### src/rtl/multicycle_ctrl.sv
// Multi-cycle MIPS control unit: decodes the latched IR, sequences
// FETCH/DECODE/EXEC/MEM/WB and drives every datapath control line.
module multicycle_ctrl (
  input  logic        clk,
  input  logic        reset,
  input  logic [5:0]  opcode,
  input  logic [5:0]  func,
  input  logic        dm_ack,
  output logic        ir_we,
  output logic        pc_we,
  output logic        GRFWrEn,
  output logic        DMWrEn,
  output logic        dm_req,
  output logic        EXTOp,
  output logic [2:0]  NPCOp,
  output logic [4:0]  ALUOp,
  output logic [2:0]  ALUBSel,
  output logic        sllOp,
  output logic [2:0]  WDSel,
  output logic [2:0]  WRA3Sel,
  output logic [2:0]  DMOp,
  output logic [2:0]  state,
  output logic        illegal,
  output logic [31:0] instr_cnt
);

  // state  | meaning
  // FETCH  | load IR from instruction memory
  // DECODE | IR stable, selects settle
  // EXEC   | ALU operates; control-flow instructions retire here
  // MEM    | data memory request held until dm_ack
  // WB     | register write-back and PC advance
  typedef enum logic [2:0] {
    S_FETCH  = 3'd0,
    S_DECODE = 3'd1,
    S_EXEC   = 3'd2,
    S_MEM    = 3'd3,
    S_WB     = 3'd4
  } state_t;

  typedef enum logic [3:0] {
    C_ADD, C_SUB, C_SLL, C_JR, C_ORI, C_LUI,
    C_LW, C_SW, C_BEQ, C_J, C_JAL, C_ILL
  } cls_t;

  state_t      state_q, state_d;
  cls_t        cls;
  logic [31:0] cnt_q, cnt_d;
  logic        retires_in_exec;

  always_comb begin
    cls = C_ILL;
    case (opcode)
      6'h00: begin
        case (func)
          6'h20:   cls = C_ADD;
          6'h22:   cls = C_SUB;
          6'h00:   cls = C_SLL;
          6'h08:   cls = C_JR;
          default: cls = C_ILL;
        endcase
      end
      6'h0D:   cls = C_ORI;
      6'h0F:   cls = C_LUI;
      6'h23:   cls = C_LW;
      6'h2B:   cls = C_SW;
      6'h04:   cls = C_BEQ;
      6'h02:   cls = C_J;
      6'h03:   cls = C_JAL;
      default: cls = C_ILL;
    endcase
  end

  assign retires_in_exec = (cls == C_BEQ) || (cls == C_J) || (cls == C_JR) ||
                           (cls == C_JAL) || (cls == C_ILL);

  always_ff @(posedge clk or negedge reset) begin
    if (!reset) begin
      state_q <= S_FETCH;
      cnt_q   <= 32'd0;
    end else begin
      state_q <= state_d;
      cnt_q   <= cnt_d;
    end
  end

  always_comb begin
    state_d = state_q;
    case (state_q)
      S_FETCH:  state_d = S_DECODE;
      S_DECODE: state_d = S_EXEC;
      S_EXEC: begin
        if (retires_in_exec)                     state_d = S_FETCH;
        else if ((cls == C_LW) || (cls == C_SW)) state_d = S_MEM;
        else                                     state_d = S_WB;
      end
      S_MEM: begin
        if (dm_ack) state_d = (cls == C_LW) ? S_WB : S_FETCH;
      end
      S_WB:     state_d = S_FETCH;
      default:  state_d = S_FETCH;
    endcase
  end

  always_comb begin
    ir_we   = 1'b0;
    pc_we   = 1'b0;
    GRFWrEn = 1'b0;
    DMWrEn  = 1'b0;
    dm_req  = 1'b0;
    illegal = 1'b0;
    EXTOp   = 1'b0;
    NPCOp   = 3'd0;
    ALUOp   = 5'd0;
    ALUBSel = 3'd0;
    sllOp   = 1'b0;
    WDSel   = 3'd0;
    WRA3Sel = 3'd0;
    // IR contents are only meaningful once FETCH has loaded it
    if (state_q != S_FETCH) begin
      case (cls)
        C_ADD: begin ALUOp = 5'd0; WDSel = 3'd1; end
        C_SUB: begin ALUOp = 5'd1; WDSel = 3'd1; end
        C_SLL: begin ALUOp = 5'd4; sllOp = 1'b1; WDSel = 3'd1; end
        C_ORI: begin ALUOp = 5'd2; ALUBSel = 3'd1; WDSel = 3'd1; WRA3Sel = 3'd1; end
        C_LUI: begin ALUOp = 5'd3; ALUBSel = 3'd1; WDSel = 3'd1; WRA3Sel = 3'd1; end
        C_LW:  begin ALUBSel = 3'd1; EXTOp = 1'b1; WRA3Sel = 3'd1; end
        C_SW:  begin ALUBSel = 3'd1; EXTOp = 1'b1; end
        C_BEQ: begin ALUOp = 5'd1; NPCOp = 3'd1; end
        C_J:   NPCOp = 3'd2;
        C_JAL: begin NPCOp = 3'd2; WDSel = 3'd2; WRA3Sel = 3'd2; end
        C_JR:  NPCOp = 3'd3;
        default: ;
      endcase
    end
    case (state_q)
      S_FETCH: ir_we = 1'b1;
      S_EXEC: begin
        pc_we   = retires_in_exec;
        GRFWrEn = (cls == C_JAL);
        illegal = (cls == C_ILL);
      end
      S_MEM: begin
        dm_req = 1'b1;
        DMWrEn = (cls == C_SW);
        pc_we  = dm_ack && (cls == C_SW);
      end
      S_WB: begin
        GRFWrEn = 1'b1;
        pc_we   = 1'b1;
      end
      default: ;
    endcase
  end

  assign cnt_d     = pc_we ? cnt_q + 32'd1 : cnt_q;
  assign instr_cnt = cnt_q;
  assign state     = state_q;
  assign DMOp      = 3'd0;

endmodule
### config.mk
export PLATFORM = sky130hd
export DESIGN_NAME = multicycle_ctrl
export DESIGN_NICKNAME = d
export VERILOG_FILES = /design/src/rtl/multicycle_ctrl.sv
export SDC_FILE = /design/constraint.sdc
export NUM_CORES = 1
export LEC_CHECK = 0
export CAP_MARGIN = 20
export CORE_MARGIN = 8
export CORE_UTILIZATION = 51
export CTS_BUF_LIST = sky130_fd_sc_hd__clkbuf_4 sky130_fd_sc_hd__clkbuf_8
export DETAILED_ROUTE_END_ITERATION = 10
export GPL_ROUTABILITY_DRIVEN = 0
export GPL_TIMING_DRIVEN = 0
export PLACE_DENSITY_LB_ADDON = 0.1
export REMOVE_ABC_BUFFERS = 1
export SYNTH_ARGS = -nofsm -noshare
export SYNTH_HDL_FRONTEND = slang
export SYNTH_SLANG_ARGS = --single-unit
### constraint.sdc
create_clock -name clk -period 5.03 [get_ports clk]
set_input_delay 0.503 -clock clk [delete_from_list [all_inputs] [get_ports clk]]
set_output_delay 0.503 -clock clk [all_outputs]
set_load 0.02 [all_outputs]
After elaboration in Yosys (flattened, before gate mapping)
Index checks and enable logic that the tools add are counted.
{"block": "op_classes", "n_addsub": 1, "n_eq_ne": 26, "n_mux": 27, "n_reduce_logical": 17}
{"op": "$add A32 B1 Y32 const B", "n": 1}
{"op": "$pmux W4 S8", "n": 1}
{"op": "$eq A6 B6 Y1 const B", "n": 4}
{"op": "$pmux W3 S4", "n": 2}
{"op": "$eq A6 B4 Y1 const B", "n": 3}
{"op": "$eq A4 B3 Y1 const B", "n": 4}
{"op": "$eq A4 B4 Y1 const B", "n": 4}
{"op": "$pmux W4 S4", "n": 1}
{"op": "$mux W3", "n": 5}
{"op": "$eq A6 B2 Y1 const B", "n": 2}
{"op": "$logic_not A6 Y1", "n": 2}
{"op": "$mux W1", "n": 10}
{"op": "$eq A4 B2 Y1 const B", "n": 2}
{"op": "$pmux W2 S2", "n": 2}
{"op": "$eq A3 B2 Y1 const B", "n": 2}
{"op": "$eq A6 B3 Y1 const B", "n": 1}
{"op": "$mux W2", "n": 3}
{"op": "$pmux W2 S3", "n": 1}
{"op": "$reduce_or A2 Y1", "n": 3}
{"op": "$logic_or A1 B1 Y1", "n": 5}
{"op": "$reduce_or A5 Y1", "n": 1}
{"op": "$eq A4 B1 Y1 const B", "n": 1}
{"op": "$logic_not A4 Y1", "n": 1}
{"op": "$reduce_or A4 Y1", "n": 1}
{"op": "other kinds (9)", "n": 9}
{"block": "word_totals", "reg_bits": 35, "word_cells": 73}

Depth between registers and ports, before layout
Gate-level depths: netlist of the first run.
{"block": "depth", "word_depth": 10, "ltp_mapped": 9}

Worst setup path after synthesis of the first run
No wires, ideal clock.
{"block": "synth_path", "path_kind": "reg-to-output", "from": "register state_q[0] (netlist: state[0])", "to": "output ALUOp[1]", "t_arrival_ns": 2.304, "required_time_ns": 4.527, "slack_ns": 2.223, "stages_incl_launch_ff": 5, "path_buffers": 1, "cell_sequence": "dfrtp_1 > clkbuf_1 > nor3_1 > nor2_1 > and2_1"}
{"block": "synth_via", "elab_chain_len": 2}
{"item": "start, declared", "line": "46", "rtl": "state_t state_q, state_d;"}
{"item": "start signal, assigned", "line": "82", "rtl": "state_q <= state_d;"}
{"item": "$reduce_bool A3 Y1", "line": "120", "rtl": "if (state_q != S_FETCH) begin"}
{"item": "$mux W3", "line": "120"}
{"item": "end, declared", "line": "16", "rtl": "output logic [4:0] ALUOp,"}
Every way passes these cells.

Worst setup path after layout of the first run
{"block": "layout_path", "from": "input opcode[4]", "to": "output pc_we"}
{"block": "layout_via", "elab_chain_len": 8}
{"item": "start, declared", "line": "6", "rtl": "input logic [5:0] opcode,"}
{"item": "$eq A6 B2 Y1 (tied with other cells)", "line": "53", "rtl": "case (opcode)"}
{"item": "$pmux W4 S8 *", "line": "53"}
{"item": "$eq A4 B4 Y1", "line": "74", "rtl": "assign retires_in_exec = (cls == C_BEQ) || (cls == C_J) || (cls == C_JR) ||"}
{"item": "$logic_or A1 B1 Y1 (3 in a row)", "line": "74"}
{"item": "$logic_or A1 B1 Y1", "line": "75", "rtl": "(cls == C_JAL) || (cls == C_ILL);"}
{"item": "$pmux W1 S3 *", "line": "136", "rtl": "case (state_q)"}
{"item": "end, declared", "line": "10", "rtl": "output logic pc_we,"}
Mark *: on every way between the ends. The rest lies on a longest branch, timed or not.

==> impl_metrics.yaml, run 1 <==
run_status:
  status: "finished, final reports clean"
sta:
  maxSlewViolCount: 0
  layout_worst_path_cycle_share_pct: 86.9
  max_freq_mhz: 229
  finalSetupViolations: 0
  skew_ps: 7.07
  slew_headroom_pct: 30.3
  grt_setup_unrepaired: "false"
  period_needed_ps: 4370
  layout_setup_ws_ps: 659
  fin_hold_ws_ps: 281
  final_hold_viol_count: 0
  tightest_slew_ps: 1050
placement:
  pre_cts_slack_ps: 678
  dpl.hpwl_um: 4150
  io_buffers: 67
worst_hold_path:
  hp-class: "input port to asynchronous set/reset pin"
logic_synthesis:
  ys_types: 46
  postSynthCellCount: 240
  yosys.area.top_type: "dfrtp_1"
  synth_top_family_by_area: "simple AND/OR/NAND/NOR gates"
  synth_flop_cell: "dfrtp_1"
  synth_adder_area_share_pct: 0.549
  synth_seq_cells: 35
  synth.cell_area_um2: 2280
  syn_avg_cell_area_um2: 9.49
  yosys-mux-area-fraction_pct: 1.81
  ys_seq_area_share_pct: 38.4
  synth_warnings: 0
  synth_compound_area_share_pct: 18.8
  synth-simple-area-share_pct: 20.9
  synth-edff-count: 0
  synthTopCellsByArea: "dfrtp_1 38%, xor2_1 7.3%, a2111oi_2 5.9%, xnor2_1 4.6%, a211oi_1 4.0%"
  synth-xor-area-share_pct: 11.9
  async_flop_share_pct: 100
  synth_top_area_share_pct: 38.4
setup_path:
  r2r_setup_slack_ps: 2320
  crit_buf_inv: 2
  cp_slowest_cell: "or4_1"
  crit_chain: "clkdlybuf4s50_1 -> nor4_2 -> and2_1 -> a21oi_2 -> or4_1 -> nand2_1 -> clkdlybuf4s50_1"
  cp_max_fo: 25
  critPathKind: "input port to output port"
  startpoint: "opcode[4]"
  cpLargestDelayFamily: "simple AND/OR/NAND/NOR gates"
  cp_data_required_time_ps: 4530
  crit_top_cell: "clkdlybuf4s50_1"
  r2r-end: "instr_cnt[1]$_DFFE_PN0P_"
  reg2reg_depth: 6
  setup.worst_path.end_class: "output port"
  crit_cells: 7
  max_stage_delay_ps: 1040
  timing.rr.start: "state[2]$_DFFE_PN0P_"
  endpoint: "pc_we"
  cp-start-kind: "input port"
  cp.arrival_ps: 3870
clocking:
  cts_sinks: 35
  cts_buffers: 5
  clk_pin_slew_ps: 60
  cts_tree: "built"
  clockRootBuffer: "clkbuf_8"
  clk_latency_ps: 290
  cts_max_level: 2
  postCtsHoldBufs: 0
  post_cts_buffers: 0
  clock_path_buffers: 2
  ctsResizeCount: 0
route:
  drc: 0
  drt_iter0_markers: 88
  wl_per_cell_um: 15.6
  ant_nets: 0
  drt_first_pass_iters: 5
  wl_um: 5560
  via_per_inst: 5.53
  vias: 1974
pwr:
  pwr-share-clk_pct: 20.2
  p_comb_share_pct: 43.2
  power_frac_seq_pct: 36.6
  swShare_pct: 40.1
  ir_worst_vdd_uv: 404
  p_int_uw: 608
  power.density_cell_area_nw_per_um2: 336
  p_leak_nw: 1.29
  p_switching_uw: 407
finish:
  area_delta_synth_final_pct: 32.4
  layout.nets: 320
  num-fill-cells: 354
  drive_gt1_share_pct: 9.51
  n_antenna_cell: 0
die:
  initial_core_util_pct: 52.7
  die-area_um2: 6860
  core_area_um2: 4320
  rows: 24
  die_y_um: 82.8
  ios: 78
  die_x_um: 82.8
global_routing:
  grt_pass1_wl_um: 9690
  gr-usage-all-layers_pct: 16.7
  antenna_found_initial: 0
  grt_pass1_vias: 1981
  gr-total-overflow: 0
  grt_max_degree: 36
run:
  cap_viol_max_count: 0
Yosys cell counts (all sizes together), types with 3 or more instances:
library cell and instances:
mux2i 3, nor2b 3, a2111oi 10, nor4 3, xor2 19, o21ai 9, a211oi 12, or2 4
inv 9, nand4 3, dfrtp 35, and2 4, xnor2 12, a21oi 12, nand3 9, nand2b 4
nor3 8, buf 16, clkbuf 4, nand2 17, nor2 14, and3 8
cell usage in the layout, fill, tap and decap left out, types with 7 or more instances in the layout:
cell and count:
nand3_1 9, a211oi_1 12, o21ai_0 7, a2111oi_2 9, conb_1 10, clkdlybuf4s50_1 66
a21oi_1 11, xnor2_1 12, dfrtp_1 35, inv_1 9, xor2_1 19, nand2_1 17
nor2_1 14, and3_1 8, nor3_1 8
power groups by stage:
| stage | Clock, mW | Combinational, mW | Sequential [mW] |
|---|---|---|---|
| final | 0.205 | 0.438 | 0.372 |
| after global routing | 0.228 | 0.478 | 0.381 |
| after CTS | 0.210 | 0.442 | 0.372 |
| after detailed placement | 0 | 0.440 | 0.377 |
| after global placement | 0 | 0.419 | 0.376 |
| after floorplan | 0 | 0.203 | 0.414 |
cell families (layout without fill, tap and decap cells):
| logic type | after synthesis | count (layout) |
|---|---|---|
| muxes | 4 | 4 |
| xor gates and xnor gates | 31 | 31 |
| buffers and inverters | 29 | 85 |
| and+or+nand+nor | 88 | 88 |
| AOI/OAI and AO/OA | 51 | 51 |
| other | 1 | 10 |
| adders and majority gates | 1 | 1 |
| DFF | 35 | 35 |
flip-flops by register name, indices dropped and copies added (netlist names):
| register | cells |
|---|---|
| instr_cnt | 32 |
| state | 3 |
layout make-up:
type                            count  area, um2  area share, %
Clock buffer                        7       83.8           2.78
Inverter                            9       33.8           1.12
Clock inverter                      1       5.00          0.166
Multi-Input combinational cell    185       1270           42.2
Tap cell                           52       65.1           2.16
Sequential cell                    35        876           29.0
Timing Repair Buffer               68        681           22.6
per-layer routing:
layer	track usage, %	up-vias	wire [um]
li1	-	975	-
met1	20.4	936	2490
met2	26.1	58	2640
met3	7.32	5	379
met4	4.31	0	49
met5	0	-	0
stage by stage:
step	cells	cell area, um2	util (%)	power (mW)	setup TNS, ps
CTS	357	3020	69.8	1.02	0
finish	357	3020	69.8	1.01	0
detailed placement	349	2930	67.7	0.818	0
floorplan	229	2180	-	0.617	0
global route	357	3020	69.8	1.09	0
global placement	348	2910	67.3	0.795	-57.4
worst min-delay path by stage:
stage                                endpoint  slack [ps]  depth (start not counted)
global placement    instr_cnt[31]$_DFFE_PN0P_         450                          1
CTS                 instr_cnt[11]$_DFFE_PN0P_         310                          1
floorplan            instr_cnt[0]$_DFFE_PN0P_         210                          0
finish                   state[1]$_DFFE_PN0P_         280                          1
global route             state[1]$_DFFE_PN0P_         340                          1
detailed placement  instr_cnt[27]$_DFFE_PN0P_         490                          1
Power figures use the tool's default switching activity.
==> run 2, diff against run 1 <==
--- a/config.mk
+++ b/config.mk
@@ -14,6 +14,7 @@
 export GPL_TIMING_DRIVEN = 0
 export PLACE_DENSITY_LB_ADDON = 0.1
 export REMOVE_ABC_BUFFERS = 1
+export SKIP_CTS_REPAIR_TIMING = 1
 export SYNTH_ARGS = -nofsm -noshare
 export SYNTH_HDL_FRONTEND = slang
 export SYNTH_SLANG_ARGS = --single-unit
==> results of run 2 <==
The final DEF is identical to that of run 1; final timing and power are the same.
